**src/rtl/regfile_2w_bypass_sb.sv**
```systemverilog
`default_nettype none
// ============================================================================
// Module   : regfile_2w_bypass_sb
// Brief    : 2-write/2-read register file with write-to-read bypass and a
//            per-register pending scoreboard for load-use stalls.
// Revision : 1.0 - initial release
// ============================================================================
module regfile_2w_bypass_sb #(
  parameter int ADDRESS_WIDTH = 5,
  parameter int DATA_WIDTH    = 32,
  parameter int ZERO_REG      = 1,
  parameter int BYPASS        = 1
) (
  input  logic                     clk,
  input  logic                     rst_n,
  input  logic [ADDRESS_WIDTH-1:0] read_addr1,
  input  logic [ADDRESS_WIDTH-1:0] read_addr2,
  output logic [DATA_WIDTH-1:0]    read_data1,
  output logic [DATA_WIDTH-1:0]    read_data2,
  output logic                     read_busy1,
  output logic                     read_busy2,
  input  logic                     write_en_a,
  input  logic [ADDRESS_WIDTH-1:0] write_addr_a,
  input  logic [DATA_WIDTH-1:0]    write_data_a,
  input  logic                     write_en_b,
  input  logic [ADDRESS_WIDTH-1:0] write_addr_b,
  input  logic [DATA_WIDTH-1:0]    write_data_b,
  input  logic                     reserve_en,
  input  logic [ADDRESS_WIDTH-1:0] reserve_addr,
  output logic [ADDRESS_WIDTH:0]   pending_count
);

  localparam int c_depth = 2 ** ADDRESS_WIDTH;

  logic [DATA_WIDTH-1:0]  r_regs [c_depth];
  logic [c_depth-1:0]     r_pending;
  logic [c_depth-1:0]     w_pending_next;
  logic [ADDRESS_WIDTH:0] r_count;
  logic [ADDRESS_WIDTH:0] w_count_next;

  // Port A is checked first so it wins a same-address collision with port B.
  always_ff @(posedge clk or negedge rst_n) begin
    if (!rst_n) begin
      for (int i = 0; i < c_depth; i++) begin
        r_regs[i] <= '0;
      end
    end else begin
      for (int i = 0; i < c_depth; i++) begin
        if ((ZERO_REG == 0) || (i != 0)) begin
          if (write_en_a && (write_addr_a == ADDRESS_WIDTH'(i))) begin
            r_regs[i] <= write_data_a;
          end else if (write_en_b && (write_addr_b == ADDRESS_WIDTH'(i))) begin
            r_regs[i] <= write_data_b;
          end
        end
      end
    end
  end

  // Reserve is applied after the clear so a new load outranks its own return.
  always_comb begin
    w_pending_next = r_pending;
    if (write_en_b) begin
      w_pending_next[write_addr_b] = 1'b0;
    end
    if (reserve_en) begin
      w_pending_next[reserve_addr] = 1'b1;
    end
    if (ZERO_REG != 0) begin
      w_pending_next[0] = 1'b0;
    end
    w_count_next = '0;
    for (int i = 0; i < c_depth; i++) begin
      w_count_next = w_count_next + {{ADDRESS_WIDTH{1'b0}}, w_pending_next[i]};
    end
  end

  always_ff @(posedge clk or negedge rst_n) begin
    if (!rst_n) begin
      r_pending <= '0;
      r_count   <= '0;
    end else begin
      r_pending <= w_pending_next;
      r_count   <= w_count_next;
    end
  end

  generate
    for (genvar gp = 0; gp < 2; gp++) begin : g_rd
      logic [ADDRESS_WIDTH-1:0] w_addr;
      logic [DATA_WIDTH-1:0]    w_data;
      logic                     w_busy;

      assign w_addr = (gp == 0) ? read_addr1 : read_addr2;

      always_comb begin
        w_data = r_regs[w_addr];
        w_busy = r_pending[w_addr];
        if (BYPASS != 0) begin
          if (write_en_a && (write_addr_a == w_addr)) begin
            w_data = write_data_a;
          end else if (write_en_b && (write_addr_b == w_addr)) begin
            w_data = write_data_b;
          end
          if (write_en_b && (write_addr_b == w_addr)) begin
            w_busy = 1'b0;
          end
        end
        if ((ZERO_REG != 0) && (w_addr == '0)) begin
          w_data = '0;
          w_busy = 1'b0;
        end
      end
    end
  endgenerate

  assign read_data1    = g_rd[0].w_data;
  assign read_data2    = g_rd[1].w_data;
  assign read_busy1    = g_rd[0].w_busy;
  assign read_busy2    = g_rd[1].w_busy;
  assign pending_count = r_count;

endmodule
`default_nettype wire
```
**config.mk**
```make
export PLATFORM = sky130hd
export DESIGN_NAME = regfile_2w_bypass_sb
export DESIGN_NICKNAME = d
export VERILOG_FILES = /design/src/rtl/regfile_2w_bypass_sb.sv
export SDC_FILE = /design/constraint.sdc
export NUM_CORES = 2
export LEC_CHECK = 0
export CAP_MARGIN = 15
export CORE_ASPECT_RATIO = 2
export CORE_MARGIN = 5
export CORE_UTILIZATION = 36
export CTS_CLUSTER_SIZE = 25
export DETAILED_ROUTE_END_ITERATION = 10
export PLACE_DENSITY_LB_ADDON = 0.2
export RECOVER_POWER = 100
export SLEW_MARGIN = 20
export SYNTH_ARGS = -nofsm -noshare
export SYNTH_HDL_FRONTEND = slang
export SYNTH_SLANG_ARGS = --single-unit
```
**constraint.sdc**
```tcl
create_clock -name clk -period 6.49 [get_ports clk]
set_clock_uncertainty 0.15 [all_clocks]
set_input_delay 1.298 -clock clk [delete_from_list [all_inputs] [get_ports clk]]
set_output_delay 1.298 -clock clk [all_outputs]
set_load 0.02 [all_outputs]
```
[Yosys cells after proc, flatten, opt, wreduce, memory -nomap -nowiden]
Index checks and enable logic that the tools add are counted.
Word-level totals
  logic and storage cells: 331
  input port bits: 94
  register bits after elaboration: 1029
  output and inout bits: 72
Cells by class
  add/subtract/negate cells: 30
  mux-type cells: 88
  bitwise gates (word level): 5
  $lt $le $gt $ge: 8
  eq/ne operators: 66
  reduce and logical (&&, ||, !) cells: 101
Operators with widths (count)
  $mux W32: 74
  $bmux W32 S5: 2
  $eq A5 B5 Y1 const B: 32
  $add A6 B1 Y6: 25
  $eq A5 B4 Y1 const B: 16
  $logic_and A1 B1 Y1: 68
  $reduce_bool A2 Y1: 31
  $eq A5 B3 Y1 const B: 8
  $and A32 B32 Y32: 1
  $not A32 Y32: 1
  $or A32 B32 Y32: 1
  $lt A5 B6 Y1 const B: 4
  $eq A5 B2 Y1 const B: 4
  $eq A5 B5 Y1: 4
  $ge A6 B6 Y1 const B: 2
  $not A5 Y6: 2
  $bmux W1 S5: 2
  $demux W1 S5: 2
  $eq A5 B1 Y1 const B: 2
  $ge A5 B1 Y1 const B: 2
  $logic_not A5 Y1: 2
  $mux W1: 8
  $add A5 B1 Y6: 1
  $add A4 B1 Y5: 1
  3 further kinds: 3

[Longest topological paths before layout]
  word-level depth: 39
  mapped depth: 23
  depth with buffers taken out: 21

[Worst setup path after synthesis]
No wires, ideal clock.
  path kind: input to register
  start: input write_addr_b[0]
  end: register r_count[4] (netlist: pending_count[4])
  data required time: 6260 ps
  buffers on the path: 3
  setup slack: -811 ps
  data arrival time: 7071 ps
  stages on the path: 20
  setup time: 80 ps
  cells stage by stage: clkbuf_1 nor2b_1 clkbuf_1 nand2_1 buf_1 a22oi_1 fa_1 inv_1 fa_1 inv_1 fa_1 inv_1 fa_1 fa_1 fa_1 fa_1 fa_1 a21o_1 a21oi_1 xnor2_1
Between the ends
  word-level cells in the longest chain between the ends: 39
  elaborated cells between the ends (all ways): 40
  those cells by class: add/sub: 30; order compare: 2; mux: 4; bitwise: 3; reduce/logical: 1
RTL lines
  from (decl): line 26  | input logic [ADDRESS_WIDTH-1:0] write_addr_b,
  $lt A5 B6 Y1 (implied by the code) / $ge A5 B1 Y1 (equally long branches): line 64  | w_pending_next[write_addr_b] = 1'b0;
  $logic_and A1 B1 Y1 (implied by the code): line 64
  $mux W1 (implied by the code): line 64
  $demux W1 S5 *: line 64
  $not A32 Y32 (no line) *
  $and A32 B32 Y32 (no line) *
  $mux W32 *: line 63  | if (write_en_b) begin
  $or A32 B32 Y32 (no line)
  $mux W32 *: line 66  | if (reserve_en) begin
  $add A1 B1 Y2: line 74  | w_count_next = w_count_next + {{ADDRESS_WIDTH{1'b0}}, w_pending_next[i]};
  $add A2 B1 Y3: line 74
  $add A3 B1 Y4: line 74
  $add A4 B1 Y5: line 74
  $add A5 B1 Y6: line 74
  $add A6 B1 Y6 (24 in series): line 74
  $add A6 B1 Y6 *: line 74
  net w_count_next[4]: line 39  | logic [ADDRESS_WIDTH:0] w_count_next;
  to (signal assigned): line 84  | r_count <= w_count_next;
  to (decl): line 38  | logic [ADDRESS_WIDTH:0] r_count;
Mark *: on every way through the listed nets, which the timed path passes. The rest lies on a longest branch.
A chain may end at the register's enable or synchronous reset.

[Worst setup path in the final report]
  start: input read_addr1[4]
  end: output read_data1[21]
Between the ends
  word-level cells in the longest chain between the ends: 7
  elaborated cells between the ends (all ways): 12
  those cells by class: eq/ne: 2; mux: 6; bitwise: 1; reduce/logical: 3
RTL lines
  from (decl): line 16  | input logic [ADDRESS_WIDTH-1:0] read_addr1,
  $not A5 Y6 (implied by the code): line 97  | w_data = r_regs[w_addr];
  $bmux W32 S5: line 97
  $mux W32 (implied by the code) (2 in series): line 97
  $mux W32: line 102  | end else if (write_en_b && (write_addr_b == w_addr)) begin
  $mux W32: line 100  | if (write_en_a && (write_addr_a == w_addr)) begin
  $mux W32 *: line 109  | if ((ZERO_REG != 0) && (w_addr == '0)) begin
  to (decl): line 18  | output logic [DATA_WIDTH-1:0] read_data1,
Mark *: on every way between the ends. The rest lies on a longest branch, timed or not. The select of a mux whose other input is x is not followed.

==> out/metrics.yaml <==
run_status:
  status: "finished with violations"
  failed_checks: "max-capacitance violations, max-slew violations, negative setup slack"
synthesis:
  synth.net_count: 6894
  synth.largest_area_cell: "dfrtp_1"
  ys_top_cells_by_count: "mux2i_1 (1246), dfrtp_1 (1029), nor2_1 (846)"
  ys.flop_type: "dfrtp_1"
  synth_fa_ha_area_frac: 0.00829
  yosysUniqueCellTypes: 54
  synth_warnings: 32
  syn_inst: 6770
  synthMuxAreaShare: 0.311
  ys_top_cells_by_area: "dfrtp_1 (39%), mux2i_1 (19%), mux4_2 (9.9%)"
  synth_top_family_by_area: "multiplexers"
  avgSynthCellArea_um2: 9.77
  synth_enable_flop_cells: 0
  syn_area_um2: 66100
  async_flop_share: 1.00
  yosysMostFrequentCell: "mux2i_1"
  synthSimpleGateAreaFrac: 0.101
  synth_xor_area_frac: 0.00305
  synth-compound-area-share: 0.135
  yosysSeqAreaShare: 0.389
  synth_top_area_share: 0.389
  ys_seq_elements: 1029
finish:
  fillers: 17800
  nNetsFinal: 6781
  area_growth_pct: 13.5
  layoutNonFillerInstCount: 9100
  final_layout_size_suffix_gt1_frac: 0.164
  final_core_utilization: 0.411
sta:
  final.period_utilization: 1.01
  setup_viol: 2
  finalSetupTns_ps: -52.9
  worst_pin_slew_ps: 5290
  setup_ws_ps: -40.0
  fmax_ghz: 0.153
  timing.hold.ws_ps: 411
  finalCriticalPeriod_ps: 6530
  rsz0062_at_grt: "false"
  slew_viol_final: 1752
  maxSlewHeadroom: -2.52
  finalHoldViolations: 0
floorplanning:
  die_h_um: 616
  die_area_um2: 193000
  rows: 222
  io_pins: 166
  core_area_um2: 183000
  initial_core_util: 0.362
  die_w_um: 313
global_routing:
  grt_use_total: 0.327
  grt_max_degree: 157
  grt_pass1_vias: 58100
  grt_pass1_wl_mm: 453
  overflow: 0
  antenna_found_initial: 24
route:
  wl_per_cell_um: 35.9
  num_vias: 58200
  drt_iter0_drc: 7389
  drc: 0
  vias_per_cell: 6.40
  ant_nets: 0
  wirelength_mm: 326
  dr.pass1.iters: 7
clocking:
  numCtsBuffers: 105
  worstSkewPairLatency_ps: 740
  cts_tree: "yes"
  clkTransAtPathRegs_ps: 70
  cts.sinks: 1029
  cts_buffer_depth: 3
  root_buffer: "clkbuf_16"
  htreeDepth: 3
  ctsHoldBuffers: 0
critical_path:
  crit_path_start_kind: "input pin"
  crit_fanout: 12
  critical_path_required_ps: 5040
  crit_type: "in -> out"
  end_kind: "output pin"
  cp.arrival_ps: 5080
power_and_ir_drop:
  power_density_nw_per_um2: 335
  power_leakage_nw: 35.2
  peakVddDrop_mv: 0.767
place:
  place_congestion: 0.920
  place_hpwl_mm: 207
  port-buffer-count: 165
  placed_cells: 8893
min_path:
  hold_class: "reg -> reg"
job:
  cap_viol_max_count: 41
==> routing by layer <==
layer  track usage  part of all wire  vias up
li1              -                 -    24200
met3        0.0671             0.084     1211
met4         0.279              0.11       10
met2         0.520              0.46     3565
met5             0           0.00025        -
met1         0.376              0.35    29200
==> critical path, stage by stage <==
cell	delay [ps]
clkbuf_2	690
clkbuf_1	520
or2_2	550
clkbuf_1	470
a221oi_1	110
nor3_1	170
o221ai_1	290
a21o_1	320
o21ai_0	100
clkbuf_1	310
buf_4	240
==> cell usage in the layout, fill, tap and decap left out, drive strengths merged, types with 11 or more instances in the layout <==
master	synthesis	layout
mux2i	1246	1246
dfrtp	1029	1029
nor2	846	846
a21oi	734	734
nand2	494	494
buf	280	410
o21ai	304	304
mux4	290	290
clkbuf	538	223
mux2	138	138
o22ai	119	119
a22oi	108	108
clkdlybuf4s50	0	76
a31oi	76	76
nor3	74	74
a221oi	64	64
nand3	47	47
inv	44	45
a22o	42	42
dlygate4sd3	0	41
nor2b	40	40
o221ai	37	37
fa	23	23
nor4	22	22
clkinv	0	21
nand4	17	17
nand2b	16	16
xor2	15	15
a211oi	13	13
or4	13	13
a21o	13	13
a211o	11	11
==> cell families (layout without fill, tap and decap cells) <==
logic type | after synthesis | after routing
other | 0 | 7
buffers and inverters | 862 | 833
muxes | 1674 | 1674
AOI/OAI and AO/OA | 1538 | 1538
adders and majority gates | 30 | 30
DFF | 1029 | 1029
xor gates and xnor gates | 23 | 23
and+or+nand+nor | 1614 | 1614
==> timing repair <==
action                     in CTS  in global routing
setup buffers                   0                  8
resized for setup               0                 35
setup endpoints to repair       0                  4
==> through the flow <==
| step | total power [mW] | setup slack [ps] | cell area (µm²) |
|---|---|---|---|
| 2_1_floorplan | 15.2 | -75.0 | 66300 |
| 4_1_cts | 25.1 | 41.1 | 75400 |
| 3_5_place_dp | 18.7 | -724 | 71900 |
| 3_3_place_gp | 18.5 | -694 | 71900 |
| 6_report | 25.2 | -40.0 | 75100 |
| 5_1_grt | 26.5 | 39.5 | 75000 |
==> where the power goes <==
part           switching (mW)  internal, mW  leakage [nW]  total [mW]
Combinational            4.45          4.50          21.2        8.96
Sequential               1.49          8.23          12.4        9.72
Clock                    2.88          3.59          1.73        6.47
==> worst paths after layout <==
path,start,to,slack [ps],depth (start not counted)
max,read_addr1[4],read_data1[21],-40,11
min,r_regs[166],r_regs[166],410,2
max reg2reg,r_pending[6],pending_count[4],910,14
min reg2reg,r_regs[166],r_regs[166],410,2
max in group asynchronous,rst_n,r_regs[824],870,1
min in group asynchronous,rst_n,r_regs[326],2290,1
==> flip-flops by register name, summed over array words and instances (netlist names) <==
register and flops:
r_pending 31, r_regs 992, pending_count 6
==> area by class of cell <==
| type | instances | area, µm² | share of cell area |
|---|---|---|---|
| Clock inverter | 31 | 332 | 0.00442 |
| Inverter | 44 | 165 | 0.00220 |
| Sequential cell | 1029 | 25700 | 0.343 |
| Antenna cell | 7 | 17.5 | 0.000233 |
| Clock buffer | 160 | 3170 | 0.0422 |
| Multi-Input combinational cell | 4879 | 37300 | 0.497 |
| Tap cell | 2352 | 2940 | 0.0392 |
| Timing Repair Buffer | 598 | 5370 | 0.0716 |
No activity file was read; power rests on OpenSTA's default activity.
